### src/rtl/rocket_rst_pkg.sv
// Shared types and default constants for the Rocket reset sequencer.
package rocket_rst_pkg;

    // Sequencer states, from power-on calibration wait through ndmreset handling.
    typedef enum logic [2:0] {
        ST_WAIT_CALIB = 3'd0,
        ST_RELEASE    = 3'd1,
        ST_RUN        = 3'd2,
        ST_QUIESCE    = 3'd3,
        ST_HOLD       = 3'd4,
        ST_WAIT_REL   = 3'd5
    } rst_state_e;

    localparam int unsigned DefNumPorts       = 32'd2;
    localparam int unsigned DefCntWidth       = 32'd4;
    localparam int unsigned DefReleaseCycles  = 32'd16;
    localparam int unsigned DefHoldCycles     = 32'd32;
    localparam int unsigned DefQuiesceTimeout = 32'd1024;

    // Largest of three cycle counts; sizes the shared delay/timeout counter.
    function automatic int unsigned max3(input int unsigned a, input int unsigned b,
                                         input int unsigned c);
        int unsigned m;
        m = (a > b) ? a : b;
        return (m > c) ? m : c;
    endfunction

endpackage

### src/rtl/axi_outstanding_cnt.sv
// Up/down outstanding-transaction counter for one AXI direction of one port.
// Saturates at the top, holds at zero and flags a response seen at zero.
module axi_outstanding_cnt #(
    parameter int unsigned CntWidth = 32'd4
) (
    input  logic                clk,
    input  logic                rst_n,
    input  logic                clr,
    input  logic                inc,
    input  logic                dec,
    output logic [CntWidth-1:0] cnt,
    output logic                underflow
);

    localparam logic [CntWidth-1:0] CntMax  = {CntWidth{1'b1}};
    localparam logic [CntWidth-1:0] CntZero = {CntWidth{1'b0}};
    localparam logic [CntWidth-1:0] CntOne  = {{(CntWidth-1){1'b0}}, 1'b1};

    logic [CntWidth-1:0] cnt_q;
    logic [CntWidth-1:0] cnt_d;

    // Next count: clear wins, simultaneous inc/dec cancel, saturate at both ends.
    always_comb begin
        cnt_d     = cnt_q;
        underflow = dec & ~inc & (cnt_q == CntZero);
        if (clr) begin
            cnt_d = CntZero;
        end else if (inc && !dec) begin
            cnt_d = (cnt_q == CntMax) ? cnt_q : (cnt_q + CntOne);
        end else if (dec && !inc) begin
            cnt_d = (cnt_q == CntZero) ? cnt_q : (cnt_q - CntOne);
        end else begin
            cnt_d = cnt_q;
        end
    end

    // Count register.
    always_ff @(posedge clk or negedge rst_n) begin
        if (!rst_n) begin
            cnt_q <= CntZero;
        end else begin
            cnt_q <= cnt_d;
        end
    end

    assign cnt = cnt_q;

endmodule

### src/rtl/rocket_reset_sequencer.sv
// Reset release and debug ndmreset sequencing for the Rocket subsystem.
// Holds the core until DRAM calibrates; on ndreset it blocks and drains the
// AXI ports, then pulses core and peripheral resets.
module rocket_reset_sequencer
    import rocket_rst_pkg::*;
#(
    parameter int unsigned NumPorts       = DefNumPorts,
    parameter int unsigned CntWidth       = DefCntWidth,
    parameter int unsigned ReleaseCycles  = DefReleaseCycles,
    parameter int unsigned HoldCycles     = DefHoldCycles,
    parameter int unsigned QuiesceTimeout = DefQuiesceTimeout
) (
    input  logic                clk,
    input  logic                rst_n,
    input  logic                dram_calib_done,
    input  logic                debug_ndreset,
    input  logic                debug_dmactive,
    input  logic [NumPorts-1:0] aw_fire,
    input  logic [NumPorts-1:0] b_fire,
    input  logic [NumPorts-1:0] ar_fire,
    input  logic [NumPorts-1:0] r_last_fire,
    output logic                core_rst_n,
    output logic                ndmreset_n,
    output logic                bus_block,
    output logic                seq_busy,
    output logic                timeout_err,
    output logic                proto_err
);

    localparam int unsigned DlyRaw   = $clog2(max3(ReleaseCycles, HoldCycles, QuiesceTimeout));
    localparam int unsigned DlyWidth = (DlyRaw < 32'd1) ? 32'd1 : DlyRaw;
    localparam logic [DlyWidth-1:0] DlyZero  = {DlyWidth{1'b0}};
    localparam logic [DlyWidth-1:0] DlyOne   = {{(DlyWidth-1){1'b0}}, 1'b1};
    localparam logic [DlyWidth-1:0] RelLoad  = DlyWidth'(ReleaseCycles - 32'd1);
    localparam logic [DlyWidth-1:0] HoldLoad = DlyWidth'(HoldCycles - 32'd1);
    localparam logic [DlyWidth-1:0] TmoLast  = DlyWidth'(QuiesceTimeout - 32'd1);

    rst_state_e          state_q, state_d;
    logic [DlyWidth-1:0] dly_q, dly_d;
    logic                ndreset_prev_q;
    logic                core_rst_n_q, core_rst_n_d;
    logic                ndmreset_n_q, ndmreset_n_d;
    logic                bus_block_q, bus_block_d;
    logic                seq_busy_q, seq_busy_d;
    logic                timeout_err_q, timeout_err_d;
    logic                proto_err_q, proto_err_d;

    logic                ndreset_rise_s;
    logic                cnt_clr_s;
    logic                all_idle_s;
    logic [NumPorts-1:0] wr_uf_s, rd_uf_s;
    logic [CntWidth-1:0] wr_cnt_s [NumPorts];
    logic [CntWidth-1:0] rd_cnt_s [NumPorts];

    // debug_dmactive is observed for status only and never gates sequencing.
    logic unused_dmactive_s;
    assign unused_dmactive_s = debug_dmactive;

    assign ndreset_rise_s = debug_ndreset & ~ndreset_prev_q;
    assign cnt_clr_s      = (state_q == ST_HOLD);

    for (genvar p = 0; p < NumPorts; p++) begin : g_port
        axi_outstanding_cnt #(.CntWidth(CntWidth)) u_wr_cnt (
            .clk       (clk),
            .rst_n     (rst_n),
            .clr       (cnt_clr_s),
            .inc       (aw_fire[p]),
            .dec       (b_fire[p]),
            .cnt       (wr_cnt_s[p]),
            .underflow (wr_uf_s[p])
        );
        axi_outstanding_cnt #(.CntWidth(CntWidth)) u_rd_cnt (
            .clk       (clk),
            .rst_n     (rst_n),
            .clr       (cnt_clr_s),
            .inc       (ar_fire[p]),
            .dec       (r_last_fire[p]),
            .cnt       (rd_cnt_s[p]),
            .underflow (rd_uf_s[p])
        );
    end

    // All ports drained when every write and read counter is zero.
    always_comb begin
        all_idle_s = 1'b1;
        for (int p = 0; p < NumPorts; p++) begin
            all_idle_s = all_idle_s & (wr_cnt_s[p] == '0) & (rd_cnt_s[p] == '0);
        end
    end

    // Next-state, shared delay/timeout counter and sticky timeout flag.
    always_comb begin
        state_d       = state_q;
        dly_d         = dly_q;
        timeout_err_d = timeout_err_q;
        case (state_q)
            ST_WAIT_CALIB: begin
                if (dram_calib_done) begin
                    state_d = ST_RELEASE;
                    dly_d   = RelLoad;
                end else begin
                    state_d = ST_WAIT_CALIB;
                end
            end
            ST_RELEASE: begin
                if (!dram_calib_done) begin
                    state_d = ST_WAIT_CALIB;
                end else if (dly_q == DlyZero) begin
                    state_d = ST_RUN;
                end else begin
                    dly_d = dly_q - DlyOne;
                end
            end
            ST_RUN: begin
                if (ndreset_rise_s) begin
                    state_d       = ST_QUIESCE;
                    dly_d         = DlyZero;
                    timeout_err_d = 1'b0;
                end else begin
                    state_d = ST_RUN;
                end
            end
            ST_QUIESCE: begin
                if (all_idle_s) begin
                    state_d = ST_HOLD;
                    dly_d   = HoldLoad;
                end else if (dly_q == TmoLast) begin
                    state_d       = ST_HOLD;
                    dly_d         = HoldLoad;
                    timeout_err_d = 1'b1;
                end else begin
                    dly_d = dly_q + DlyOne;
                end
            end
            ST_HOLD: begin
                if (dly_q == DlyZero) begin
                    state_d = ST_WAIT_REL;
                end else begin
                    dly_d = dly_q - DlyOne;
                end
            end
            ST_WAIT_REL: begin
                if (!debug_ndreset) begin
                    state_d = ST_RELEASE;
                    dly_d   = RelLoad;
                end else begin
                    state_d = ST_WAIT_REL;
                end
            end
            default: begin
                state_d = ST_WAIT_CALIB;
                dly_d   = DlyZero;
            end
        endcase
    end

    // Output decode from the current state; registered so outputs lag by one cycle.
    always_comb begin
        core_rst_n_d = 1'b0;
        ndmreset_n_d = 1'b0;
        bus_block_d  = 1'b1;
        seq_busy_d   = 1'b1;
        proto_err_d  = proto_err_q | (|wr_uf_s) | (|rd_uf_s);
        case (state_q)
            ST_RELEASE: begin
                ndmreset_n_d = 1'b1;
            end
            ST_RUN: begin
                core_rst_n_d = 1'b1;
                ndmreset_n_d = 1'b1;
                bus_block_d  = 1'b0;
                seq_busy_d   = 1'b0;
            end
            ST_QUIESCE: begin
                core_rst_n_d = 1'b1;
                ndmreset_n_d = 1'b1;
            end
            default: begin
                core_rst_n_d = 1'b0;
                ndmreset_n_d = 1'b0;
            end
        endcase
    end

    // State, counters and registered outputs.
    always_ff @(posedge clk or negedge rst_n) begin
        if (!rst_n) begin
            state_q        <= ST_WAIT_CALIB;
            dly_q          <= DlyZero;
            ndreset_prev_q <= 1'b0;
            core_rst_n_q   <= 1'b0;
            ndmreset_n_q   <= 1'b0;
            bus_block_q    <= 1'b1;
            seq_busy_q     <= 1'b1;
            timeout_err_q  <= 1'b0;
            proto_err_q    <= 1'b0;
        end else begin
            state_q        <= state_d;
            dly_q          <= dly_d;
            ndreset_prev_q <= debug_ndreset;
            core_rst_n_q   <= core_rst_n_d;
            ndmreset_n_q   <= ndmreset_n_d;
            bus_block_q    <= bus_block_d;
            seq_busy_q     <= seq_busy_d;
            timeout_err_q  <= timeout_err_d;
            proto_err_q    <= proto_err_d;
        end
    end

    assign core_rst_n  = core_rst_n_q;
    assign ndmreset_n  = ndmreset_n_q;
    assign bus_block   = bus_block_q;
    assign seq_busy    = seq_busy_q;
    assign timeout_err = timeout_err_q;
    assign proto_err   = proto_err_q;

endmodule

### config.mk
export PLATFORM = sky130hd
export DESIGN_NAME = rocket_reset_sequencer
export DESIGN_NICKNAME = d
export VERILOG_FILES = /design/src/rtl/rocket_rst_pkg.sv /design/src/rtl/axi_outstanding_cnt.sv /design/src/rtl/rocket_reset_sequencer.sv
export SDC_FILE = /design/constraint.sdc
export NUM_CORES = 1
export LEC_CHECK = 0
export ABC_AREA = 1
export BUFFER_PORTS_ARGS = -buffer_cell sky130_fd_sc_hd__buf_2
export CORE_MARGIN = 2
export CORE_UTILIZATION = 55
export CTS_CLUSTER_DIAMETER = 50
export DETAILED_ROUTE_END_ITERATION = 10
export PLACE_DENSITY = 0.79
export SYNTH_ARGS = -nofsm -noshare
export SYNTH_HDL_FRONTEND = slang
export SYNTH_SLANG_ARGS = --single-unit
### constraint.sdc
create_clock -name clk -period 1.5 [get_ports clk]
set_input_delay 0.15 -clock clk [delete_from_list [all_inputs] [get_ports clk]]
set_output_delay 0.15 -clock clk [all_outputs]
set_load 0.1 [all_outputs]
==> impl_metrics.py, run 1 <==
metrics = {
    "cells_and_area": {
        "n_fill_cell": 326,
        "finalCoreUtilization_pct": 74.86,
        "final_common_cell": "nand2_1",
        "drive_gt1_share_pct": 30.10,
        "final_cell_mix": "86 x nand2_1, 38 x inv_1, 36 x buf_4",
        "area_delta_synth_final_pct": 29.66,
        "fin_cells": 464,
        "diodes": 0,
        "nets": 438,
    },
    "hold_path": {
        "hp-class": "in -> reg",
        "holdCritStartpoint": "ar_fire[1]",
        "min_to": "proto_err",
        "hold_depth": 4,
    },
    "placement": {
        "port_buffers": 17,
        "dp_slack_ns": -0.08806,
        "dpl.cell_count": 449,
        "gpl.final_weighted_congestion": 0.9143,
        "hpwl_um": 4479,
    },
    "sta": {
        "fin_skew_ns": 0.008014,
        "tightest_slew_ns": 0.4931,
        "max_freq_ghz": 0.6648,
        "layout_min_cycle_time_ns": 1.504,
        "fin_tns_setup_ns": -0.004752,
        "drv_slew": 0,
        "rsz0062_at_grt": "true",
        "finalCritPeriodShare_pct": 100.3,
        "slew_headroom_pct": 67.35,
        "finalWorstSetupSlack_ns": -0.004153,
        "setup_viol": 2,
        "finalHoldViolCount": 0,
    },
    "die": {
        "start_util_pct": 57.73,
        "rows": 24,
        "die-area_um2": 5161,
        "io_pins": 19,
        "die_w_um": 71.84,
        "core_area_um2": 4384,
        "die_h_um": 71.84,
    },
    "route": {
        "first_pass_iters": 5,
        "routed_wl_um": 6716,
        "drt_iter0_drc": 189,
        "vias": 2589,
        "drc": 0,
        "drtAntennaViolNets": 0,
        "avgRoutedWirePerCell_um": 14.47,
        "vias_per_cell": 5.580,
    },
    "critical_path": {
        "cp_slowest_cell": "dfrtp_1",
        "cp.arrival_ns": 1.70,
        "cp.required_ns": 1.70,
        "cp-start-kind": "flip-flop",
        "cp_cell_sequence": "ha_2 > nand2_2 > nor2_4 > nand3b_4 > nand3_4 > nand2_4 > o21a_1",
        "crit_start": "dly_q[1]",
        "r2r-end": "state_q[0]",
        "cp-end-kind": "flip-flop",
        "rrSetupSlack_ns": -0.004,
        "r2r_start": "dly_q[1]",
        "path_class": "reg -> reg",
        "rr_worst_depth": 7,
        "critPathTopFamily": "simple AND/OR/NAND/NOR gates",
        "crit_buf_inv": 0,
        "critPathMaxStageDelay_ns": 0.40,
        "critPathMaxFanout": 6,
    },
    "global_route": {
        "grt_pass1_wl_um": 10510,
        "antenna_found_initial": 0,
        "grt_max_degree": 36,
        "grt_remaining_overflow": 0,
        "first_global_vias": 2415,
        "grt_usage_pct": 26.15,
    },
    "clock_tree": {
        "htree_num_levels": 2,
        "path_clk_slew_ns": 0.08,
        "numCtsBuffers": 5,
        "tritoncts": "yes",
        "cts.path.max_buffers": 2,
        "cts.sinks": 35,
        "clock_latency_ns": 0.31,
        "root_buffer": "clkbuf_8",
    },
    "yosys": {
        "syn_avg_cell_area_um2": 7.211,
        "postSynthCellCount": 351,
        "yosys_register_bits": 35,
        "ys.flop_type": "dfrtp_1",
        "yosys_warnings": 0,
        "synth.distinct_cells": 31,
        "async_reset_ff_share_pct": 100.0,
        "syn_area_um2": 2531,
        "synth_edf_count": 0,
        "syn_nets": 378,
        "seq_area_frac_synth_pct": 34.65,
    },
    "job": {
        "maxCapViolCount": 0,
    },
    "power_and_ir_drop": {
        "pwr_density_cell_nw_per_um2": 2177,
        "leakagePower_nw": 1.675,
        "ir_drop_mv": 1.193,
    },
    "outcome": {
        "status": "finished, violations left",
        "violations": "setup timing",
    },
}
[state kept, by name (all words and copies together), names as in the netlist]
| signal | count |
|---|---|
| proto_err | 1 |
| ndmreset_n | 1 |
| g_port.u_rd_cnt.cnt | 8 |
| timeout_err | 1 |
| g_port.u_wr_cnt.cnt | 8 |
| state_q | 3 |
| ndreset_prev_q | 1 |
| dly_q | 10 |
| seq_busy | 1 |
| core_rst_n | 1 |
[how the worst max path moves through the flow]
stage | to | cells after the start
after global routing | dly_q[7] | 10
after detailed placement | dly_q[7] | 9
after global placement | dly_q[0] | 9
after CTS | dly_q[7] | 9
after floorplan | dly_q[0] | 9
final | state_q[0] | 7
[tightest hold or removal path, cell delays in order]
cell	delay, ns
buf_2	0.09
nor2_1	0.05
nand3_1	0.06
nand4_1	0.09
[cells by family after synthesis]
group / count (synthesis) / share of synthesized area, %
compound gates: 46 / 9.886
xor+xnor: 16 / 5.537
fa+ha+maj: 14 / 8.107
buf+inv: 51 / 8.551
flops: 35 / 34.65
simple gates: 189 / 33.27
[synth_stat cells, types with 3 or more instances]
cell type	number	area (µm²)
o21ai_1	3	15.01
o22ai_1	12	75.07
fa_1	4	80.08
nor3_1	5	25.02
xor2_1	15	131.4
buf_4	4	30.03
inv_2	3	11.26
nand4_1	4	25.02
o21ai_0	19	95.09
nand2_2	4	25.02
inv_1	41	153.9
ha_1	10	125.1
dfrtp_1	34	850.8
nand3_1	40	200.2
nand2_1	93	349.1
nor2_1	31	116.4
nor2_2	4	25.02
a21oi_1	9	45.04
[where the power goes]
part	leakage, nW	total, mW	internal (mW)	switching (mW)
combinational	1.20	4.63	1.82	2.81
clock	0.0474	0.765	0.375	0.390
sequential	0.428	1.75	1.37	0.388
[final cells by class]
type,count,area [µm²],share of cell area (%)
Clock buffer,6,82.58,2.516
Clock inverter,2,16.27,0.4956
Inverter,45,173.9,5.299
Multi-Input combinational cell,265,1633,49.75
Sequential cell,35,882.1,26.88
Tap cell,52,65.06,1.982
Timing Repair Buffer,59,429.2,13.08
[per-layer routing]
| metal | global-route usage [%] | part of all wire [%] | vias to the layer above | wire length (µm) |
|---|---|---|---|---|
| met2 | 44.03 | 50 | 93 | 3333 |
| met3 | 6.892 | 6.4 | 13 | 428 |
| met1 | 32.69 | 42 | 1209 | 2824 |
| li1 | - | - | 1274 | - |
| met5 | 0 | 0 | - | 0 |
| met4 | 8.805 | 1.9 | 0 | 130 |
[through the flow]
stage          instance area [µm²]  total power, mW  hold WS, ns
4_1_cts                       3068            6.587       0.1635
6_report                      3282            7.145       0.1736
3_5_place_dp                  2910            5.682       0.2195
5_1_grt                       3282            7.710       0.2060
2_1_floorplan                 2531            4.520      -0.1456
3_3_place_gp                  2910            5.526       0.2095
[what timing repair did]
item | in CTS | in global routing
cloned | 0 | 0
hold buffers | 2 | 0
endpoints found under the hold margin | 35 | 0
endpoints found under the setup margin | 14 | 26
resized for setup | 11 | 51
pin swaps | 1 | 12
buffers inserted | 1 | 4
Note: power is estimated with default switching activity, not from simulation.
==> run 2: changes to the inputs <==
Settings changed: CORE_UTILIZATION 55 to 60, PLACE_DENSITY 0.79 to 0.82.
Clock period 1.5 ns to 1.8 ns, I/O delays scaled along.
==> run 2 against run 1 <==
Effect of this change:
- the run now ends clean
- die area shrank 7.9%
- power is 30% lower
- non-clock buffer count fell by 38
- final cell count decreased by 8.6%
- sequential power is 15% lower
- setup slack improved by 0.18 ns
- clock skew increased by 0.0018 ns
==> impl_metrics.py, run 2 (synthesis results as in run 1) <==
metrics = {
    "outcome": {
        "status": "finished clean",
    },
    "sta": {
        "max_freq_ghz": 0.6142,
        "fin_tns_setup_ns": 0,
        "setup_viol": 0,
        "layout_min_cycle_time_ns": 1.628,
        "rsz0062_at_grt": "false",
        "finalHoldViolCount": 0,
        "tightest_slew_ns": 0.7588,
        "fin_skew_ns": 0.009819,
        "slew_headroom_pct": 49.42,
        "finalCritPeriodShare_pct": 90.45,
        "finalWorstSetupSlack_ns": 0.1719,
        "drv_slew": 0,
    },
    "critical_path": {
        "cp_cell_sequence": "inv_1 > ha_1 > nand3_2 > nor2_4 > nand4_2 > nand2_2 > buf_4 > nand2_1 > nand2_1",
        "cp-end-kind": "flip-flop",
        "r2r_start": "dly_q[0]",
        "cpMostUsedCell": "nand2_1",
        "crit_buf_inv": 2,
        "rrSetupSlack_ns": 0.17,
        "r2r-end": "dly_q[5]",
        "path_class": "reg -> reg",
        "cp-start-kind": "flip-flop",
        "cp.required_ns": 2.03,
        "critPathTopFamily": "simple AND/OR/NAND/NOR gates",
        "cp.arrival_ns": 1.86,
        "critPathMaxFanout": 10,
        "critPathMaxStageDelay_ns": 0.42,
        "cp_slowest_cell": "dfrtp_1",
        "rr_worst_depth": 9,
    },
    "global_route": {
        "busiest_layer": "met2",
        "grt_max_degree": 36,
        "grt_use_met3_pct": 3.896,
        "grt_remaining_overflow": 0,
        "grt_usage_pct": 26.37,
        "met1_usage_pct": 35.09,
        "grt_pass1_wl_um": 9425,
        "met2_usage_pct": 43.39,
        "antenna_found_initial": 0,
        "first_global_vias": 2208,
    },
    "power_and_ir_drop": {
        "intPower_mw": 2.501,
        "swShare_pct": 49.97,
        "pwr_density_cell_nw_per_um2": 1800,
        "leakagePower_nw": 1.435,
        "p_sw_mw": 2.498,
        "clkPwrFrac_pct": 14.0,
        "seqPwrFrac_pct": 29.9,
        "ir_drop_mv": 0.9137,
        "combPwrFrac_pct": 56.1,
    },
    "route": {
        "avgRoutedWirePerCell_um": 12.34,
        "drt_iter0_drc": 157,
        "vias": 2310,
        "routed_wl_um": 5231,
        "vias_per_cell": 5.448,
        "drtAntennaViolNets": 0,
        "drc": 0,
        "first_pass_iters": 4,
    },
    "clock_tree": {
        "numCtsBuffers": 5,
        "cts.sinks": 35,
        "cts.path.max_buffers": 2,
        "path_clk_slew_ns": 0.07,
        "clock_latency_ns": 0.30,
        "tritoncts": "yes",
        "htree_num_levels": 2,
        "root_buffer": "clkbuf_8",
    },
    "cells_and_area": {
        "drive_gt1_share_pct": 11.76,
        "fin_cells": 424,
        "final_common_cell": "nand2_1",
        "diodes": 0,
        "nets": 400,
        "regMostFlops": "dly_q",
        "area_delta_synth_final_pct": 9.738,
        "fin_area_um2": 2778,
        "largest_reg_flops": 10,
        "finalCoreUtilization_pct": 68.94,
        "final_cell_mix": "93 x nand2_1, 41 x inv_1, 40 x nand3_1",
    },
    "hold_path": {
        "min_to": "ndreset_prev_q",
        "hold_depth": 1,
        "holdCritStartpoint": "debug_ndreset",
        "hp-class": "in -> reg",
    },
    "die": {
        "die-area_um2": 4754,
        "io_pins": 19,
        "die_w_um": 68.95,
        "die_h_um": 68.95,
        "core_area_um2": 4029,
        "start_util_pct": 62.83,
        "rows": 23,
    },
    "placement": {
        "post_dp_cell_area_um2": 2655,
        "dpl.cell_count": 415,
        "port_buffers": 17,
        "hpwl_um": 3952,
        "dp_slack_ns": 0.1457,
        "gpl.final_weighted_congestion": 0.8855,
    },
    "job": {
        "maxCapViolCount": 0,
    },
}
-- run 2: cell count changes in the layout (fill, tap and decap cells not counted), sizes merged --
cell	delta
inv	+1
bufinv	+1
clkbuf	+1
clkinv	-2
clkinvlp	-1
buf	-37
dlygate4sd3	-1
-- run 2: how the worst max path moves through the flow --
| stage | to | start | slack, ns | cells after the start |
|---|---|---|---|---|
| 2_1_floorplan | dly_q[0] | dly_q[0] | 0.33 | 9 |
| 3_3_place_gp | dly_q[9] | dly_q[0] | 0.19 | 9 |
| 3_5_place_dp | dly_q[3] | dly_q[0] | 0.15 | 9 |
| 4_1_cts | dly_q[7] | dly_q[0] | 0.13 | 9 |
| 5_1_grt | dly_q[9] | dly_q[0] | 0.0008 | 9 |
| 6_report | dly_q[5] | dly_q[0] | 0.17 | 9 |
-- run 2: repair_timing --
| item | in CTS | in global routing |
|---|---|---|
| hold endpoints to repair | 34 | 0 |
| hold buffers | 1 | 0 |
| endpoints found under the setup margin | 0 | 10 |
| setup buffers | 0 | 0 |
| gates resized for setup | 0 | 2 |
-- run 2: cell type report --
type                    instances  area, µm²
fillers                       379       1251
flip-flops and latches         35      877.1
well taps                      50      62.56
multi-input cells             265       1443
clock buffers                   7      76.32
repair buffers                 21      117.6
clock inverters                 1      30.03
inverters                      45      171.4
-- run 2: power groups by stage --
stage	Sequential, mW	Clock, mW	Combinational (mW)
6_report	1.49	0.699	2.81
2_1_floorplan	1.64	0	2.13
3_3_place_gp	1.50	0	2.68
4_1_cts	1.49	0.716	2.79
5_1_grt	1.55	0.749	3.23
3_5_place_dp	1.51	0	2.76
-- run 2: metrics by stage --
stage | total power [mW] | hold slack [ns]
finish | 4.999 | 0.01232
global route | 5.520 | 0.0003435
CTS | 4.994 | 0.005583
detailed placement | 4.263 | 0.3080
global placement | 4.176 | 0.3020
floorplan | 3.767 | -0.1156
-- run 2: metal layers --
layer / vias up / part of all wire, % / wire length, µm
met5: - / 0 / 0
met4: 0 / 1.1 / 55
met3: 7 / 4.0 / 207
met2: 49 / 47 / 2474
met1: 1064 / 48 / 2493
li1: 1190 / - / -
==> run 3: changes to the inputs <==
Clock period 1.8 ns to 1.9 ns, I/O delays scaled along.
==> run 3 against run 2 <==
Effect of this change:
- the run now ends with hold timing left
- count of clock-buffer cells in the layout decreased by 1
- power decreased by 7.4%
- clock skew increased by 0.00085 ns
- largest power group unchanged
- highest routed layer unchanged
- largest cell class unchanged
==> impl_metrics.py, run 3 (synthesis results as in run 1) <==
metrics = {
    "outcome": {
        "status": "finished, violations left",
        "violations": "hold timing",
    },
    "sta": {
        "hold_ws_ns": -0.02450,
        "setup_viol": 0,
        "drv_slew": 0,
        "finalHoldViolCount": 34,
        "finalCritPeriodShare_pct": 88.83,
        "fin_tns_setup_ns": 0,
        "max_freq_ghz": 0.5925,
        "layout_min_cycle_time_ns": 1.688,
        "rsz0062_at_grt": "false",
        "fin_skew_ns": 0.01067,
        "slew_headroom_pct": 48.54,
        "tightest_slew_ns": 0.7718,
    },
    "route": {
        "avgRoutedWirePerCell_um": 12.69,
        "routed_wl_um": 5355,
        "first_pass_iters": 4,
        "vias_per_cell": 5.445,
        "drt_iter0_drc": 147,
        "drc": 0,
        "drtAntennaViolNets": 0,
        "vias": 2298,
    },
    "global_route": {
        "grt_usage_pct": 26.64,
        "grt_remaining_overflow": 0,
        "grt_pass1_wl_um": 9480,
        "first_global_vias": 2196,
        "grt_max_degree": 36,
        "antenna_found_initial": 0,
    },
    "clock_tree": {
        "htree_num_levels": 2,
        "ctsHoldBuffers": 0,
        "root_buffer": "clkbuf_8",
        "numCtsBuffers": 5,
        "postCtsSetupRepairBufs": 0,
        "path_clk_slew_ns": 0.08,
        "tritoncts": "yes",
        "cts.sinks": 35,
        "clock_latency_ns": 0.29,
        "cts.path.max_buffers": 2,
        "cts_resized": 0,
    },
    "cells_and_area": {
        "regMostFlops": "dly_q",
        "final_cell_mix": "93 x nand2_1, 41 x inv_1, 40 x nand3_1",
        "diodes": 0,
        "final_common_cell": "nand2_1",
        "n_fill_cell": 352,
        "drive_gt1_share_pct": 11.83,
        "largest_reg_flops": 10,
        "fin_area_um2": 2733,
        "nets": 398,
        "area_delta_synth_final_pct": 7.958,
    },
    "power_and_ir_drop": {
        "leakagePower_nw": 1.413,
        "ir_drop_mv": 0.8115,
        "pwr_density_cell_nw_per_um2": 1694,
    },
    "critical_path": {
        "path_class": "reg -> reg",
        "cp.arrival_ns": 1.86,
        "cp.required_ns": 2.07,
        "critPathMaxFanout": 10,
        "cp-end-kind": "flip-flop",
        "cp-start-kind": "flip-flop",
        "rrSetupSlack_ns": 0.21,
    },
    "placement": {
        "post_dp_cell_area_um2": 2648,
        "gpl.final_weighted_congestion": 0.8907,
        "port_buffers": 17,
        "hpwl_um": 4017,
    },
    "job": {
        "maxCapViolCount": 0,
    },
    "die": {
        "io_pins": 19,
        "start_util_pct": 62.83,
        "die_w_um": 68.95,
        "core_area_um2": 4029,
        "rows": 23,
        "die_h_um": 68.95,
        "die-area_um2": 4754,
    },
    "hold_path": {
        "hp-class": "in -> async",
    },
}
## run 3: area by class of cell
class / count / area (µm²) / share of cell area [%]
Clock buffer: 6 / 72.57 / 2.656
Sequential cell: 35 / 877.1 / 32.10
Timing Repair Buffer: 19 / 100.1 / 3.663
Clock inverter: 2 / 12.51 / 0.4579
Inverter: 45 / 170.2 / 6.227
Multi-Input combinational cell: 265 / 1438 / 52.61
Tap cell: 50 / 62.56 / 2.289
## run 3: final timing paths
| check | startpoint | end | cells after the start |
|---|---|---|---|
| max | dly_q[0] | dly_q[1] | 9 |
| min | rst_n | g_port[1].u_wr_cnt.cnt[3] | 1 |
| max reg2reg | dly_q[0] | dly_q[1] | 9 |
| min reg2reg | proto_err | proto_err | 2 |
| max in group asynchronous | rst_n | dly_q[4] | 1 |
| min in group clk | debug_ndreset | ndreset_prev_q | 1 |
## run 3: critical path, cell delays in order (launching register included)
cell	delay (ns)
dfrtp_1	0.43
inv_1	0.13
ha_1	0.22
nand3_2	0.13
nor2_2	0.18
nand4_2	0.10
nand2_2	0.10
clkinv_2	0.14
nand2_1	0.11
nand2_1	0.05
## run 3: report_power, final
part	switching, mW	total [mW]	internal, mW
clock network	0.281	0.537	0.256
registers	0.357	1.43	1.07
logic	1.76	2.66	0.901
## run 3: layer usage
layer | vias to the layer above | routed length [µm] | global-route usage [%]
met3 | 10 | 292 | 4.545
met5 | - | 0 | 0
li1 | 1182 | - | -
met2 | 63 | 2460 | 43.63
met4 | 0 | 89 | 10.29
met1 | 1043 | 2512 | 35.11
## run 3: stage by stage
stage               setup WS (ns)  hold WS, ns  utilization (%)  total power, mW  instances
global placement           0.2719       0.3116            65.71            3.951        414
global route              0.03401      0.01811            67.83            5.109        422
floorplan                  0.4329      -0.1056                -            3.569        351
detailed placement         0.2377       0.3161            65.71            4.074        414
CTS                        0.2138    0.0004352            67.83            4.621        422
finish                     0.2122     -0.02450            67.83            4.629        422
